--- src/rtl/seg7_pkg.sv ---
// seg7_pkg: shared segment table, blank pattern and default parameters for the scanned display
package seg7_pkg;
  typedef logic [6:0] seg_t;
  localparam int DEF_NUM_DIGITS = 8;
  localparam int DEF_REFRESH_DIV = 100000;
  localparam logic [63:0] DEF_INIT_VALUE = '0;
  localparam seg_t BLANK_SEG = 7'b1111111;
  // Active-low a..g, entry F first so SEG_TABLE[n] selects hex digit n
  localparam logic [15:0][6:0] SEG_TABLE = {
    7'b0111000, 7'b0110000, 7'b1000010, 7'b0110001,
    7'b1100000, 7'b0001000, 7'b0000100, 7'b0000000,
    7'b0001111, 7'b0100000, 7'b0100100, 7'b1001100,
    7'b0000110, 7'b0010010, 7'b1001111, 7'b0000001
  };
endpackage

--- src/rtl/seg7_scan_display_if.sv ---
// seg7_scan_display_if: control inputs and display/value outputs of the scanned display
interface seg7_scan_display_if
  import seg7_pkg::*;
#(
  parameter int NUM_DIGITS = DEF_NUM_DIGITS
);
  logic load;
  logic [4*NUM_DIGITS-1:0] load_value;
  logic inc_en;
  logic disp_en;
  logic blank_lz;
  logic [NUM_DIGITS-1:0] dp_mask;
  seg_t a_to_g;
  logic [NUM_DIGITS-1:0] an;
  logic dp;
  logic [4*NUM_DIGITS-1:0] value;
  modport master (
    output load, load_value, inc_en, disp_en, blank_lz, dp_mask,
    input a_to_g, an, dp, value
  );
  modport slave (
    input load, load_value, inc_en, disp_en, blank_lz, dp_mask,
    output a_to_g, an, dp, value
  );
endinterface

--- src/rtl/seg7_hex_decode.sv ---
// seg7_hex_decode: nibble to active-low a..g segment pattern
module seg7_hex_decode
  import seg7_pkg::*;
(
  input  logic [3:0] nib,
  output seg_t       seg
);
  assign seg = SEG_TABLE[nib];
endmodule

--- src/rtl/seg7_scan_display.sv ---
// seg7_scan_display: time-multiplexed hex display with loadable/incrementing value register
module seg7_scan_display
  import seg7_pkg::*;
#(
  parameter int NUM_DIGITS = DEF_NUM_DIGITS,
  parameter int REFRESH_DIV = DEF_REFRESH_DIV,
  parameter logic [4*NUM_DIGITS-1:0] INIT_VALUE = (4*NUM_DIGITS)'(DEF_INIT_VALUE)
) (
  input logic clk,
  input logic clr,
  seg7_scan_display_if.slave bus
);
  localparam int W = 4 * NUM_DIGITS;
  localparam int IW = NUM_DIGITS > 1 ? $clog2(NUM_DIGITS) : 1;
  localparam int CW = $clog2(REFRESH_DIV);
  logic [CW-1:0] cnt;
  logic [IW-1:0] idx;
  logic [W-1:0] val;
  logic tick;
  logic blank;
  logic [NUM_DIGITS-1:0] lz;
  seg_t seg;
  assign tick = cnt == CW'(REFRESH_DIV - 1);
  assign bus.value = val;
  // lz[i]: nibbles i and above are all zero
  for (genvar i = 0; i < NUM_DIGITS; i++) begin : g_lz
    assign lz[i] = ~|val[W-1:4*i];
  end
  assign blank = ~bus.disp_en | (bus.blank_lz & (idx != '0) & lz[idx]);
  seg7_hex_decode u_dec (
    .nib(val[4*idx +: 4]),
    .seg(seg)
  );
  always_ff @(posedge clk) begin
    if (clr) begin
      cnt <= '0;
      idx <= '0;
      val <= INIT_VALUE;
    end else begin
      cnt <= tick ? '0 : cnt + 1'b1;
      if (tick) idx <= idx == IW'(NUM_DIGITS - 1) ? '0 : idx + 1'b1;
      val <= bus.load ? bus.load_value : bus.inc_en ? val + 1'b1 : val;
    end
  end
  // Outputs present the index/value registered on the previous edge
  always_ff @(posedge clk) begin
    if (clr) begin
      bus.an <= '1;
      bus.a_to_g <= BLANK_SEG;
      bus.dp <= 1'b1;
    end else begin
      bus.an <= blank ? '1 : ~(NUM_DIGITS'(1) << idx);
      bus.a_to_g <= blank ? BLANK_SEG : seg;
      bus.dp <= blank ? 1'b1 : ~bus.dp_mask[idx];
    end
  end
endmodule

--- src/flat_wrapper.sv ---
// flat-port wrapper written by rule: the top's interface ports become plain ports
module seg7_scan_display_flat import seg7_pkg::*;
#(
  parameter int NUM_DIGITS = DEF_NUM_DIGITS,
  parameter int REFRESH_DIV = DEF_REFRESH_DIV,
  parameter logic [4*NUM_DIGITS-1:0] INIT_VALUE = (4*NUM_DIGITS)'(DEF_INIT_VALUE)
)
  (clk, clr, bus_load, bus_load_value, bus_inc_en, bus_disp_en, bus_blank_lz, bus_dp_mask, bus_a_to_g, bus_an, bus_dp, bus_value);
  seg7_scan_display_if #(.NUM_DIGITS(NUM_DIGITS)) bus_i ();
  input logic clk;
  input logic clr;
  input wire logic [$bits(bus_i.load)-1:0] bus_load;
  input wire logic [$bits(bus_i.load_value)-1:0] bus_load_value;
  input wire logic [$bits(bus_i.inc_en)-1:0] bus_inc_en;
  input wire logic [$bits(bus_i.disp_en)-1:0] bus_disp_en;
  input wire logic [$bits(bus_i.blank_lz)-1:0] bus_blank_lz;
  input wire logic [$bits(bus_i.dp_mask)-1:0] bus_dp_mask;
  output wire logic [$bits(bus_i.a_to_g)-1:0] bus_a_to_g;
  output wire logic [$bits(bus_i.an)-1:0] bus_an;
  output wire logic [$bits(bus_i.dp)-1:0] bus_dp;
  output wire logic [$bits(bus_i.value)-1:0] bus_value;
  assign bus_i.load = bus_load;
  assign bus_i.load_value = bus_load_value;
  assign bus_i.inc_en = bus_inc_en;
  assign bus_i.disp_en = bus_disp_en;
  assign bus_i.blank_lz = bus_blank_lz;
  assign bus_i.dp_mask = bus_dp_mask;
  assign bus_a_to_g = bus_i.a_to_g;
  assign bus_an = bus_i.an;
  assign bus_dp = bus_i.dp;
  assign bus_value = bus_i.value;
  seg7_scan_display #(.NUM_DIGITS(NUM_DIGITS), .REFRESH_DIV(REFRESH_DIV), .INIT_VALUE(INIT_VALUE)) u_core (.clk(clk), .clr(clr), .bus(bus_i));
endmodule
--- config.mk ---
export PLATFORM = sky130hd
export DESIGN_NAME = seg7_scan_display_flat
export DESIGN_NICKNAME = d
export VERILOG_FILES = /design/src/rtl/seg7_pkg.sv /design/src/rtl/seg7_scan_display_if.sv /design/src/rtl/seg7_hex_decode.sv /design/src/rtl/seg7_scan_display.sv /design/src/flat_wrapper.sv
export SDC_FILE = /design/constraint.sdc
export NUM_CORES = 1
export LEC_CHECK = 0
export ABC_AREA = 1
export CORE_MARGIN = 5
export CORE_UTILIZATION = 47
export CTS_CLUSTER_DIAMETER = 50
export DETAILED_ROUTE_END_ITERATION = 12
export PLACE_DENSITY_LB_ADDON = 0.05
export SYNTH_ARGS = -nofsm -noshare
export SYNTH_HDL_FRONTEND = slang
export SYNTH_HIERARCHICAL = 1
export SYNTH_SLANG_ARGS = --single-unit
--- constraint.sdc ---
create_clock -name clk -period 2.4 [get_ports clk]
set_input_delay 0.24 -clock clk [delete_from_list [all_inputs] [get_ports clk]]
set_output_delay 0.24 -clock clk [all_outputs]
set_load 0.01 [all_outputs]
==> impl_results.md <==
- Status: completed
- Static leakage power: 2.397 nW
- Initial antenna violation count: 0
- Slowest CP cell: dfxtp_1
- Net Switching: 789.5 uW
- Final Hold Fails: 0
- Crit. End Element: flop
- Share of cells above drive strength 1: 0.08926
- Sw frac: 0.2940
- WL per Instance: 14.97 um
- Remaining global-route overflow: 0
- Mean Syn Cell Area: 6.318 um2
- Placed Cells: 946
- RSZ-0062 raised after global routing: false
- Clock transition at the registers of the reported paths: 80 ps
- Area Overhead vs Synth: 28.98%
- Post-Layout Cell Count: 962
- Post-synth cell types: 35
- FF-to-FF path depth: 12
- Setup Fix Bufs, Post-CTS: 0
- Yosys warning total: 6
- Fin. max-slew vios: 0
- Die Footprint: ~0.012 mm2
- Clk buf depth: 2
- Dpl hpwl: 11.16 mm
- ANT cells: 0
- Total GRT Usage: 0.2521
- Max-cap viol count: 0
- 1st-pass router iterations: 8
- Num CTS Buffers: 9
- Post-synthesis cell area: 0.004581 mm2
- CP most frequent cell: inv_1
- Synthesized instance count: 725
- Period utilization: 0.8690
- Nets: ~890
- Comb pwr share: 0.182
- Final Setup Violations: 0
- Routed Antenna Nets: 0
- Port Buffers: 93
- Register bit total from synthesis: between 60 and 70
- Worst hold margin: roughly 450 ps
- Worst Max-Slew Pin Slew: between 400 and 500 ps
- Maximum VDD drop: 0.2815 mV
- Register area share after synthesis: 0.2972
- Synth Area in Compound Gates: 0.1478
- Fin crit period: 2086 ps
- Post-cts resize count: 0
- Post-route DRC: 0
- HP Start: u_core/cnt[0]$_SDFF_PP0_
- Setup ws final: between 300 and 400 ps
- Pre-CTS setup slack: 336.9 ps
- Largest net degree at the start of global routing: 31
- I/O pin count: 94
- CP Launch Type: flop
- Worst r2r dst: u_core/bus.a_to_g[3]$_SDFF_PP1_
- Placer Congestion: 0.9363
- Critical Setup Path Class: reg -> reg
- Largest family of logic cells by synthesized area: simple AND/OR/NAND/NOR gates
- Post-Synth Adder-Cell Area: 0.04370
- Final WL: 14.40 mm
- Vias in the first global route: ~4800
- Reg-to-reg startpoint: u_core/idx[2]$_SDFFE_PP0P_
- Mux cell area share after synthesis: 0
- DIE WIDTH: 108.7 um
- Most frequent cells in the layout: 206 x nand2_1, 93 x clkdlybuf4s50_1, 85 x inv_1
- Hold Crit Depth: 1
- CTS tree: built
- Clk_skew: between 10 and 15 ps
- Placeable Area: about 0.0096 mm2
- Hold-fix buffers, CTS: 0
- Via count: 4972
- Sequential power share: 0.462
- Crit-path cells: inv_1 -> o21ai_0 -> a21oi_1 -> a31oi_1 -> inv_1 -> ha_1 -> inv_1 -> nand2_1 -> nand3_1 -> nand2_1 -> inv_1 -> nand3_1
- Critical Path Start: u_core/idx[2]$_SDFFE_PP0P_
- DRT iter0 DRCs: between 300 and 400
- Setup TNS: 0 ps
- Min-Delay Endpoint: u_core/cnt[0]$_SDFF_PP0_
- Total power: 2.686 mW
- Htree depth: 3
- Most common library cell in the layout ignoring fill and taps: nand2_1
- Power density cells: 454.6 mW/mm2
- Clock share of power: 0.357
- Initial core utilization: 0.4752
- Vias per cell: 5.168
- Cell Rows: 36
- Worst slew margin: 0.7225
- Root buf cell: clkbuf_8
- R2R Setup Slk: 310 ps
- XOR/XNOR share of the synthesized area: 0.02868
- Critical Path AT: 2310 ps
- Simple-gate portion of the synthesized area: 0.3846
- Hold crit path type: reg -> reg
- Crit path required time: roughly 2600 ps
- Worst-path fanout max: 12
- Syn Nets: 787
- Internal: 1.896 mW
- FMAX: approximately 480 MHz
- Die height: 108.7 um
- First-pass GRT wire length: 23.51 mm
- Clock Sink Count: 68
- Worst stage delay on the critical path: 520 ps
- Clock latency on the worst-skew pair: 360 ps
==> how the worst max path moves through the flow <==
stage,endpoint,depth (start not counted)
floorplan,u_core/bus.a_to_g[3]$_SDFF_PP1_,13
detailed placement,u_core/bus.a_to_g[3]$_SDFF_PP1_,12
finish,u_core/bus.a_to_g[3]$_SDFF_PP1_,12
CTS,u_core/bus.a_to_g[3]$_SDFF_PP1_,12
global route,u_core/bus.a_to_g[3]$_SDFF_PP1_,12
global placement,u_core/bus.a_to_g[3]$_SDFF_PP1_,11
==> worst max-delay path, delay by kind of cell, from the launching register on <==
kind / cells / cell delay, ps
buffers and inverters: 4 / 560
flip-flops: 1 / 520
AO/OA/AOI/OAI: 3 / 400
AND/OR/NAND/NOR: 4 / 270
adder cells (fa/ha/maj): 1 / 210
==> kinds of logic after synthesis <==
group           count (synthesis)
compound gates                115
xor+xnor                       15
fa+ha+maj                      16
buf+inv                       111
flops                          68
simple gates                  400
==> power by group through the flow <==
stage               Clock [mW]  Combinational, mW  Sequential (mW)
floorplan                    0              0.221             1.27
global placement             0              0.478             1.27
detailed placement           0              0.486             1.27
CTS                      0.984              0.488             1.24
global route              1.03              0.538             1.25
finish                   0.958              0.487             1.24
==> layout make-up <==
type                    count  area [um2]
fillers                   935        3731
multi-input cells         546        2773
flip-flops and latches     68        1361
repair buffers            113        1094
inverters                  86       322.8
well taps                 133       166.4
clock buffers              10       127.6
clock inverters             6       63.81
==> flip-flops by register name, summed over array words and instances, names as in the netlist <==
| register | count |
|---|---|
| u_core/idx | 3 |
| u_core/bus.a_to_g | 7 |
| u_core/bus.an | 8 |
| u_core/bus.dp | 1 |
| u_core/bus.value | 32 |
| u_core/cnt | 17 |
==> synthesized netlist by cell type (all sizes together) <==
| cell type | count | area [um2] |
|---|---|---|
| nand2 | 219 | 859.6 |
| nor2 | 93 | 419.2 |
| inv | 86 | 322.8 |
| dfxtp | 68 | 1361 |
| nand3 | 62 | 320.3 |
| a21oi | 50 | 269.0 |
| o21ai | 30 | 153.9 |
| a22oi | 23 | 172.7 |
| ha | 16 | 200.2 |
| buf | 13 | 81.32 |
| nor3 | 13 | 76.33 |
| xor2 | 13 | 113.9 |
| clkbuf | 12 | 45.04 |
| a31oi | 9 | 56.30 |
| nand4 | 6 | 37.54 |
| nand3b | 3 | 22.52 |
| or2 | 3 | 18.77 |
| o221ai | 2 | 17.52 |
| xnor2 | 2 | 17.52 |
| a211oi | 1 | 7.510 |
| nor3b | 1 | 7.510 |
==> metal layers <==
metal	wire length [um]	global-route usage	vias up
met5	0	0	-
met4	321	0.09107	0
met3	1203	0.05092	22
met2	6293	0.3875	170
met1	6583	0.3497	2248
li1	-	-	2532
==> stage by stage <==
step	utilization	area, um2
after floorplan	-	4581
after global placement	0.5931	5717
after detailed placement	0.5931	5717
after CTS	0.6129	5908
after global routing	0.6129	5908
final	0.6129	5908
(Power assumes the default switching activity.)
